==> src/rtl/sqemac_pkg.sv <==
// Shared constants, complex payload type and arithmetic helpers for the 8-point FFT core.
package sqemac_pkg;

    localparam int unsigned DW   = 8;
    localparam int unsigned IW   = 12;
    localparam int unsigned TW_C = 181;
    localparam int unsigned NPT  = 8;
    localparam int unsigned PW   = IW + 9;

    localparam logic signed [IW-1:0] SAT_HI = IW'(127);
    localparam logic signed [IW-1:0] SAT_LO = IW'(-128);
    localparam logic signed [PW-1:0] TW_S   = PW'(TW_C);

    typedef struct packed {
        logic signed [IW-1:0] re;
        logic signed [IW-1:0] im;
    } cplx_t;

    function automatic logic [DW-1:0] sat8(input logic signed [IW-1:0] v);
        logic [DW-1:0] r;
        if (v > SAT_HI) begin
            r = DW'(SAT_HI);
        end else if (v < SAT_LO) begin
            r = DW'(SAT_LO);
        end else begin
            r = DW'(v);
        end
        return r;
    endfunction

    // Q8 multiply by cos(pi/4), floored by the arithmetic shift
    function automatic logic signed [IW-1:0] cmul_c(input logic signed [IW-1:0] s);
        logic signed [PW-1:0] p;
        p = PW'(s) * TW_S;
        return IW'(p >>> 8);
    endfunction

    function automatic cplx_t mk_real(input logic signed [IW-1:0] r);
        cplx_t z;
        z.re = r;
        z.im = '0;
        return z;
    endfunction

    // Multiply by -j: (re, im) -> (im, -re)
    function automatic cplx_t mul_nj(input cplx_t z);
        cplx_t y;
        y.re = z.im;
        y.im = -z.re;
        return y;
    endfunction

endpackage

==> src/rtl/sqemac_bfly.sv <==
// Combinational complex butterfly: sum = a + b, dif = a - b.
module sqemac_bfly
    import sqemac_pkg::*;
(
    input  cplx_t a_i,
    input  cplx_t b_i,
    output cplx_t sum_c_o,
    output cplx_t dif_c_o
);

    always_comb begin
        sum_c_o.re = a_i.re + b_i.re;
        sum_c_o.im = a_i.im + b_i.im;
        dif_c_o.re = a_i.re - b_i.re;
        dif_c_o.im = a_i.im - b_i.im;
    end

endmodule

==> src/rtl/sqemac_fft8.sv <==
// 8-point radix-2 DIT FFT of real signed samples; input register plus three
// registered butterfly stages, one vector per clock, saturated 8-bit bins.
module sqemac_fft8
    import sqemac_pkg::*;
(
    input  logic          clk,
    input  logic          rst,
    input  logic          in_valid,
    input  logic [DW-1:0] VAR0,
    input  logic [DW-1:0] VAR1,
    input  logic [DW-1:0] VAR2,
    input  logic [DW-1:0] VAR3,
    input  logic [DW-1:0] VAR4,
    input  logic [DW-1:0] VAR5,
    input  logic [DW-1:0] VAR6,
    input  logic [DW-1:0] VAR7,
    output logic          out_valid,
    output logic [DW-1:0] M1R,
    output logic [DW-1:0] M2R,
    output logic [DW-1:0] M3R,
    output logic [DW-1:0] M4R,
    output logic [DW-1:0] M5R,
    output logic [DW-1:0] M6R,
    output logic [DW-1:0] M7R,
    output logic [DW-1:0] M8R,
    output logic [DW-1:0] M1Im,
    output logic [DW-1:0] M2Im,
    output logic [DW-1:0] M3Im,
    output logic [DW-1:0] M4Im,
    output logic [DW-1:0] M5Im,
    output logic [DW-1:0] M6Im,
    output logic [DW-1:0] M7Im,
    output logic [DW-1:0] M8Im
);

    logic                 v0_q, v1_q, v2_q, out_valid_q;
    logic signed [DW-1:0] x_q  [NPT];
    logic signed [IW-1:0] a_d  [NPT];
    logic signed [IW-1:0] a_q  [NPT];
    cplx_t                s2_a [4];
    cplx_t                s2_b [4];
    cplx_t                s2_sum [4];
    cplx_t                s2_dif [4];
    cplx_t                e_d  [4];
    cplx_t                e_q  [4];
    cplx_t                o_d  [4];
    cplx_t                o_q  [4];
    cplx_t                s3_b [4];
    cplx_t                s3_sum [4];
    cplx_t                s3_dif [4];
    logic [DW-1:0]        mr_d [NPT];
    logic [DW-1:0]        mi_d [NPT];
    logic [DW-1:0]        mr_q [NPT];
    logic [DW-1:0]        mi_q [NPT];

    // Stage 1: real pair sums/differences (x_k with x_k+4)
    always_comb begin
        a_d[0] = IW'(x_q[0]) + IW'(x_q[4]);
        a_d[1] = IW'(x_q[0]) - IW'(x_q[4]);
        a_d[2] = IW'(x_q[2]) + IW'(x_q[6]);
        a_d[3] = IW'(x_q[2]) - IW'(x_q[6]);
        a_d[4] = IW'(x_q[1]) + IW'(x_q[5]);
        a_d[5] = IW'(x_q[1]) - IW'(x_q[5]);
        a_d[6] = IW'(x_q[3]) + IW'(x_q[7]);
        a_d[7] = IW'(x_q[3]) - IW'(x_q[7]);
    end

    // Stage 2 operands: the -j factor on the odd pairs folds into the b input
    always_comb begin
        s2_a[0] = mk_real(a_q[0]);
        s2_b[0] = mk_real(a_q[2]);
        s2_a[1] = mk_real(a_q[1]);
        s2_b[1] = mul_nj(mk_real(a_q[3]));
        s2_a[2] = mk_real(a_q[4]);
        s2_b[2] = mk_real(a_q[6]);
        s2_a[3] = mk_real(a_q[5]);
        s2_b[3] = mul_nj(mk_real(a_q[7]));
    end

    for (genvar g = 0; g < 4; g++) begin : g_s2
        sqemac_bfly u_bfly (
            .a_i     (s2_a[g]),
            .b_i     (s2_b[g]),
            .sum_c_o (s2_sum[g]),
            .dif_c_o (s2_dif[g])
        );
    end

    always_comb begin
        e_d[0] = s2_sum[0];
        e_d[2] = s2_dif[0];
        e_d[1] = s2_sum[1];
        e_d[3] = s2_dif[1];
        o_d[0] = s2_sum[2];
        o_d[2] = s2_dif[2];
        o_d[1] = s2_sum[3];
        o_d[3] = s2_dif[3];
    end

    // Stage 3 twiddles: W^0, W^1, W^2 = -j, W^3
    always_comb begin
        s3_b[0]    = o_q[0];
        s3_b[1].re = cmul_c(o_q[1].re + o_q[1].im);
        s3_b[1].im = cmul_c(o_q[1].im - o_q[1].re);
        s3_b[2]    = mul_nj(o_q[2]);
        s3_b[3].re = cmul_c(o_q[3].im - o_q[3].re);
        s3_b[3].im = cmul_c(-(o_q[3].re + o_q[3].im));
    end

    for (genvar g = 0; g < 4; g++) begin : g_s3
        sqemac_bfly u_bfly (
            .a_i     (e_q[g]),
            .b_i     (s3_b[g]),
            .sum_c_o (s3_sum[g]),
            .dif_c_o (s3_dif[g])
        );
    end

    always_comb begin
        for (int k = 0; k < 4; k++) begin
            mr_d[k]   = sat8(s3_sum[k].re);
            mi_d[k]   = sat8(s3_sum[k].im);
            mr_d[k+4] = sat8(s3_dif[k].re);
            mi_d[k+4] = sat8(s3_dif[k].im);
        end
    end

    // Valid chain and result registers; reset kills every in-flight vector
    always_ff @(posedge clk) begin
        if (rst) begin
            v0_q        <= 1'b0;
            v1_q        <= 1'b0;
            v2_q        <= 1'b0;
            out_valid_q <= 1'b0;
            for (int k = 0; k < NPT; k++) begin
                mr_q[k] <= '0;
                mi_q[k] <= '0;
            end
        end else begin
            v0_q        <= in_valid;
            v1_q        <= v0_q;
            v2_q        <= v1_q;
            out_valid_q <= v2_q;
            if (v2_q) begin
                for (int k = 0; k < NPT; k++) begin
                    mr_q[k] <= mr_d[k];
                    mi_q[k] <= mi_d[k];
                end
            end
        end
    end

    // Datapath registers load only when their stage carries a vector
    always_ff @(posedge clk) begin
        if (in_valid) begin
            x_q[0] <= VAR0;
            x_q[1] <= VAR1;
            x_q[2] <= VAR2;
            x_q[3] <= VAR3;
            x_q[4] <= VAR4;
            x_q[5] <= VAR5;
            x_q[6] <= VAR6;
            x_q[7] <= VAR7;
        end
        if (v0_q) begin
            for (int k = 0; k < NPT; k++) begin
                a_q[k] <= a_d[k];
            end
        end
        if (v1_q) begin
            for (int k = 0; k < 4; k++) begin
                e_q[k] <= e_d[k];
                o_q[k] <= o_d[k];
            end
        end
    end

    assign out_valid = out_valid_q;
    assign M1R  = mr_q[0];
    assign M2R  = mr_q[1];
    assign M3R  = mr_q[2];
    assign M4R  = mr_q[3];
    assign M5R  = mr_q[4];
    assign M6R  = mr_q[5];
    assign M7R  = mr_q[6];
    assign M8R  = mr_q[7];
    assign M1Im = mi_q[0];
    assign M2Im = mi_q[1];
    assign M3Im = mi_q[2];
    assign M4Im = mi_q[3];
    assign M5Im = mi_q[4];
    assign M6Im = mi_q[5];
    assign M7Im = mi_q[6];
    assign M8Im = mi_q[7];

endmodule

==> config.mk <==
export PLATFORM = sky130hd
export DESIGN_NAME = sqemac_fft8
export DESIGN_NICKNAME = d
export VERILOG_FILES = /design/src/rtl/sqemac_pkg.sv /design/src/rtl/sqemac_bfly.sv /design/src/rtl/sqemac_fft8.sv
export SDC_FILE = /design/constraint.sdc
export NUM_CORES = 1
export LEC_CHECK = 0
export BUFFER_PORTS_ARGS = -buffer_cell sky130_fd_sc_hd__buf_2
export CAP_MARGIN = 20
export CORE_ASPECT_RATIO = 1.25
export CORE_UTILIZATION = 40
export DETAILED_ROUTE_END_ITERATION = 7
export GPL_TIMING_DRIVEN = 1
export PLACE_DENSITY = 0.56
export SLEW_MARGIN = 25
export SYNTH_ARGS = -nofsm -noshare
export SYNTH_HDL_FRONTEND = slang
export SYNTH_SLANG_ARGS = --single-unit
export TNS_END_PERCENT = 1
==> constraint.sdc <==
create_clock -name clk -period 10.4 [get_ports clk]
set_input_delay 1.56 -clock clk [delete_from_list [all_inputs] [get_ports clk]]
set_output_delay 1.56 -clock clk [all_outputs]
set_load 0.05 [all_outputs]
==> flow_summary.json <==
{
  "status": "finished, final reports clean",
  "drc": 0,
  "dr.pass1.iters": 5,
  "worstSkewPairLatency_ps": 590,
  "core_um2": 76350,
  "finalSetupTns_ps": 0,
  "worst_setup_path_start_kind": "register",
  "insertedDiodeCount": 0,
  "yosysWarnings": 0,
  "ys_ff_latch": 358,
  "cts.sinks": 358,
  "wl_per_cell_um": 16.67,
  "die_x_um": 251.1,
  "cts_inserted_buffers": 43,
  "grt_pass1_vias": 20970,
  "grt_max_degree": 68,
  "fin_ws_ps": 1446,
  "finalSetupViolations": 0,
  "final_common_cell": "inv_1",
  "fmax_mhz": 111.7,
  "yosysSeqAreaShare_pct": 34.53,
  "antenna_found_initial": 1,
  "cp_slowest_cell": "a2111oi_0",
  "post-route-min-period_ps": 8954,
  "hold_viol": 0,
  "track_usage_pct": 17.73,
  "routed_wl_mm": 70.37,
  "pin_count": 196,
  "vias_per_cell": 4.966,
  "synthArstFlopShare_pct": 0,
  "clockBufferDepth": 3,
  "dp_hpwl_mm": 57.97,
  "layout-drive-gt1-share_pct": 9.183,
  "synth_area_um2": 31020,
  "overflow": 0,
  "crit_required_ps": 10710,
  "nets": 3891,
  "place_inst": 4144,
  "clk_pin_slew_ps": 60,
  "ant_nets": 0,
  "numPortBuffers": 179,
  "netlist_instances": 3028,
  "row_count": 113,
  "cts-root-buf": "clkbuf_16",
  "vias": 20970,
  "rsz0062_at_grt": "no",
  "drv_cap": 0,
  "htree_num_levels": 2,
  "cts-resized-gates": 0,
  "report.final.slew_viol_count": 0,
  "die_h_um": 313.3,
  "synth_edf_count": 354,
  "timing.hold.ws_ps": 423.9,
  "syn_to_final_growth_pct": 10.71,
  "arrival_ps": 9260,
  "tightest_slew_ps": 973.8,
  "drt-initial-drc-count": 783,
  "ys_types": 91,
  "hold_buffers": 0,
  "fin_crit_sh_pct": 86.09,
  "post_cts_buffers": 0,
  "grt_first_pass_wirelength_mm": 109.4,
  "avgSynthCellArea_um2": 10.24,
  "final_cell_mix": "inv_1, ha_1, edfxtp_1",
  "start_util_pct": 40.63,
  "path_class": "reg2reg",
  "timing.slew.headroom_pct": 35.08,
  "crit_path_max_incr_delay_ps": 510,
  "critPathMaxFanout": 7,
  "end_kind": "register",
  "instances_no_fill": 4222,
  "cts_tree": "built",
  "dp_slack_ps": 1322,
  "hold_path.class": "reg2reg",
  "place.gp.congestion": 0.8649,
  "synth-main-ff-cell": "edfxtp_1",
  "die-area_um2": 78670,
  "clock_skew_ps": 16.95
}
## cell usage after synthesis (5+ instances only)
library cell    n  area, µm²
xor2_1        118       1033
and2_1         23      143.9
fa_1          134       2683
nand2_1        96      360.4
o21a_1         29      217.7
a21oi_1       197      986.0
nor2_1        259      972.2
or2_2           6      37.54
a21o_1         30      225.2
a221oi_1        7      61.31
o22ai_1        13      81.33
ha_1          478       5981
o31ai_1        17      127.6
a2111oi_0       5      43.79
buf_4          18      135.1
edfxtp_1      354      10630
nor4_1         10      62.56
and3_1         23      143.9
nand3_1        31      155.2
a31o_2          6      52.55
a31oi_1         8      50.05
nand2b_1       41      256.5
xnor2_1       174       1524
o2bb2ai_1       5      43.79
nor2b_1        30      187.7
o21ai_1        11      55.05
a211oi_1       12      90.09
clkbuf_1       37      138.9
o21bai_1       53      397.9
nand4_1         8      50.05
nand4b_1        5      43.79
a21boi_0        5      37.54
nor3b_1         6      45.04
o21ai_0        94      470.5
inv_1         494       1854
mux2i_1         9      90.09
nor3_1         53      265.3
or3_1          11      68.82
a211o_1         5      43.79
o211ai_1       13      97.59
## cell families (layout without fill, tap and decap cells)
family / Yosys count / count (layout) / synth area share, %
simple gates: 626 / 626 / 9.714
mux: 14 / 14 / 0.5083
flops: 358 / 358 / 34.53
fa+ha+maj: 614 / 614 / 28.00
other cells: 1 / 16 / 0.01209
xor+xnor: 300 / 300 / 8.749
compound gates: 558 / 558 / 11.46
buf+inv: 557 / 759 / 7.031
## critical path, delay by kind of cell (launching register included)
kind / cells / cell delay [ps]
AOI/OAI and AO/OA: 16 / 3580
adders and majority gates: 8 / 3050
xor gates and xnor gates: 3 / 630
and+or+nand+nor: 5 / 600
buffers and inverters: 5 / 430
DFF: 1 / 390
## stage by stage
step / utilization, % / area [µm²]
after floorplan: - / 31070
after global placement: 43.13 / 32930
after detailed placement: 43.13 / 32930
after CTS: 44.97 / 34330
after global routing: 44.98 / 34340
final: 44.98 / 34340
## cell type report
cell class	count	area, µm²
Clock buffer	53	1155
Clock inverter	25	245.2
Fill cell	7375	42010
Inverter	495	1859
Multi-Input combinational cell	2128	18190
Sequential cell	358	10720
Tap cell	977	1222
Timing Repair Buffer	186	948.4
## registers in the layout (all words and copies together) (netlist names)
register / count
o_q: 55
a_q: 68
mr_q: 64
out_valid: 1
x_q: 64
e_q: 55
mi_q: 48
v2_q: 1
v1_q: 1
v0_q: 1
## per-layer routing
layer / vias up / track usage (%) / part of all wire [%]
li1: 10650 / - / -
met1: 9856 / 21.14 / 42
met2: 358 / 32.21 / 50
met3: 107 / 2.410 / 3.5
met4: 2 / 6.721 / 3.7
met5: - / 0 / 0.018
## path summary, 6_finish.rpt
kind	start	endpoint	slack (ps)	depth (start not counted)
setup / recovery	o_q[3][0]	mi_q[0][11]	1450	37
hold / removal	a_q[1][16]	o_q[3][16]	420	0
setup reg to reg	o_q[3][0]	mi_q[0][11]	1450	37
hold reg to reg	a_q[1][16]	o_q[3][16]	420	0
Power is left out: the tool's default activity adds up to more than one toggle a clock period on the data nets, which glitch-free logic cannot reach.
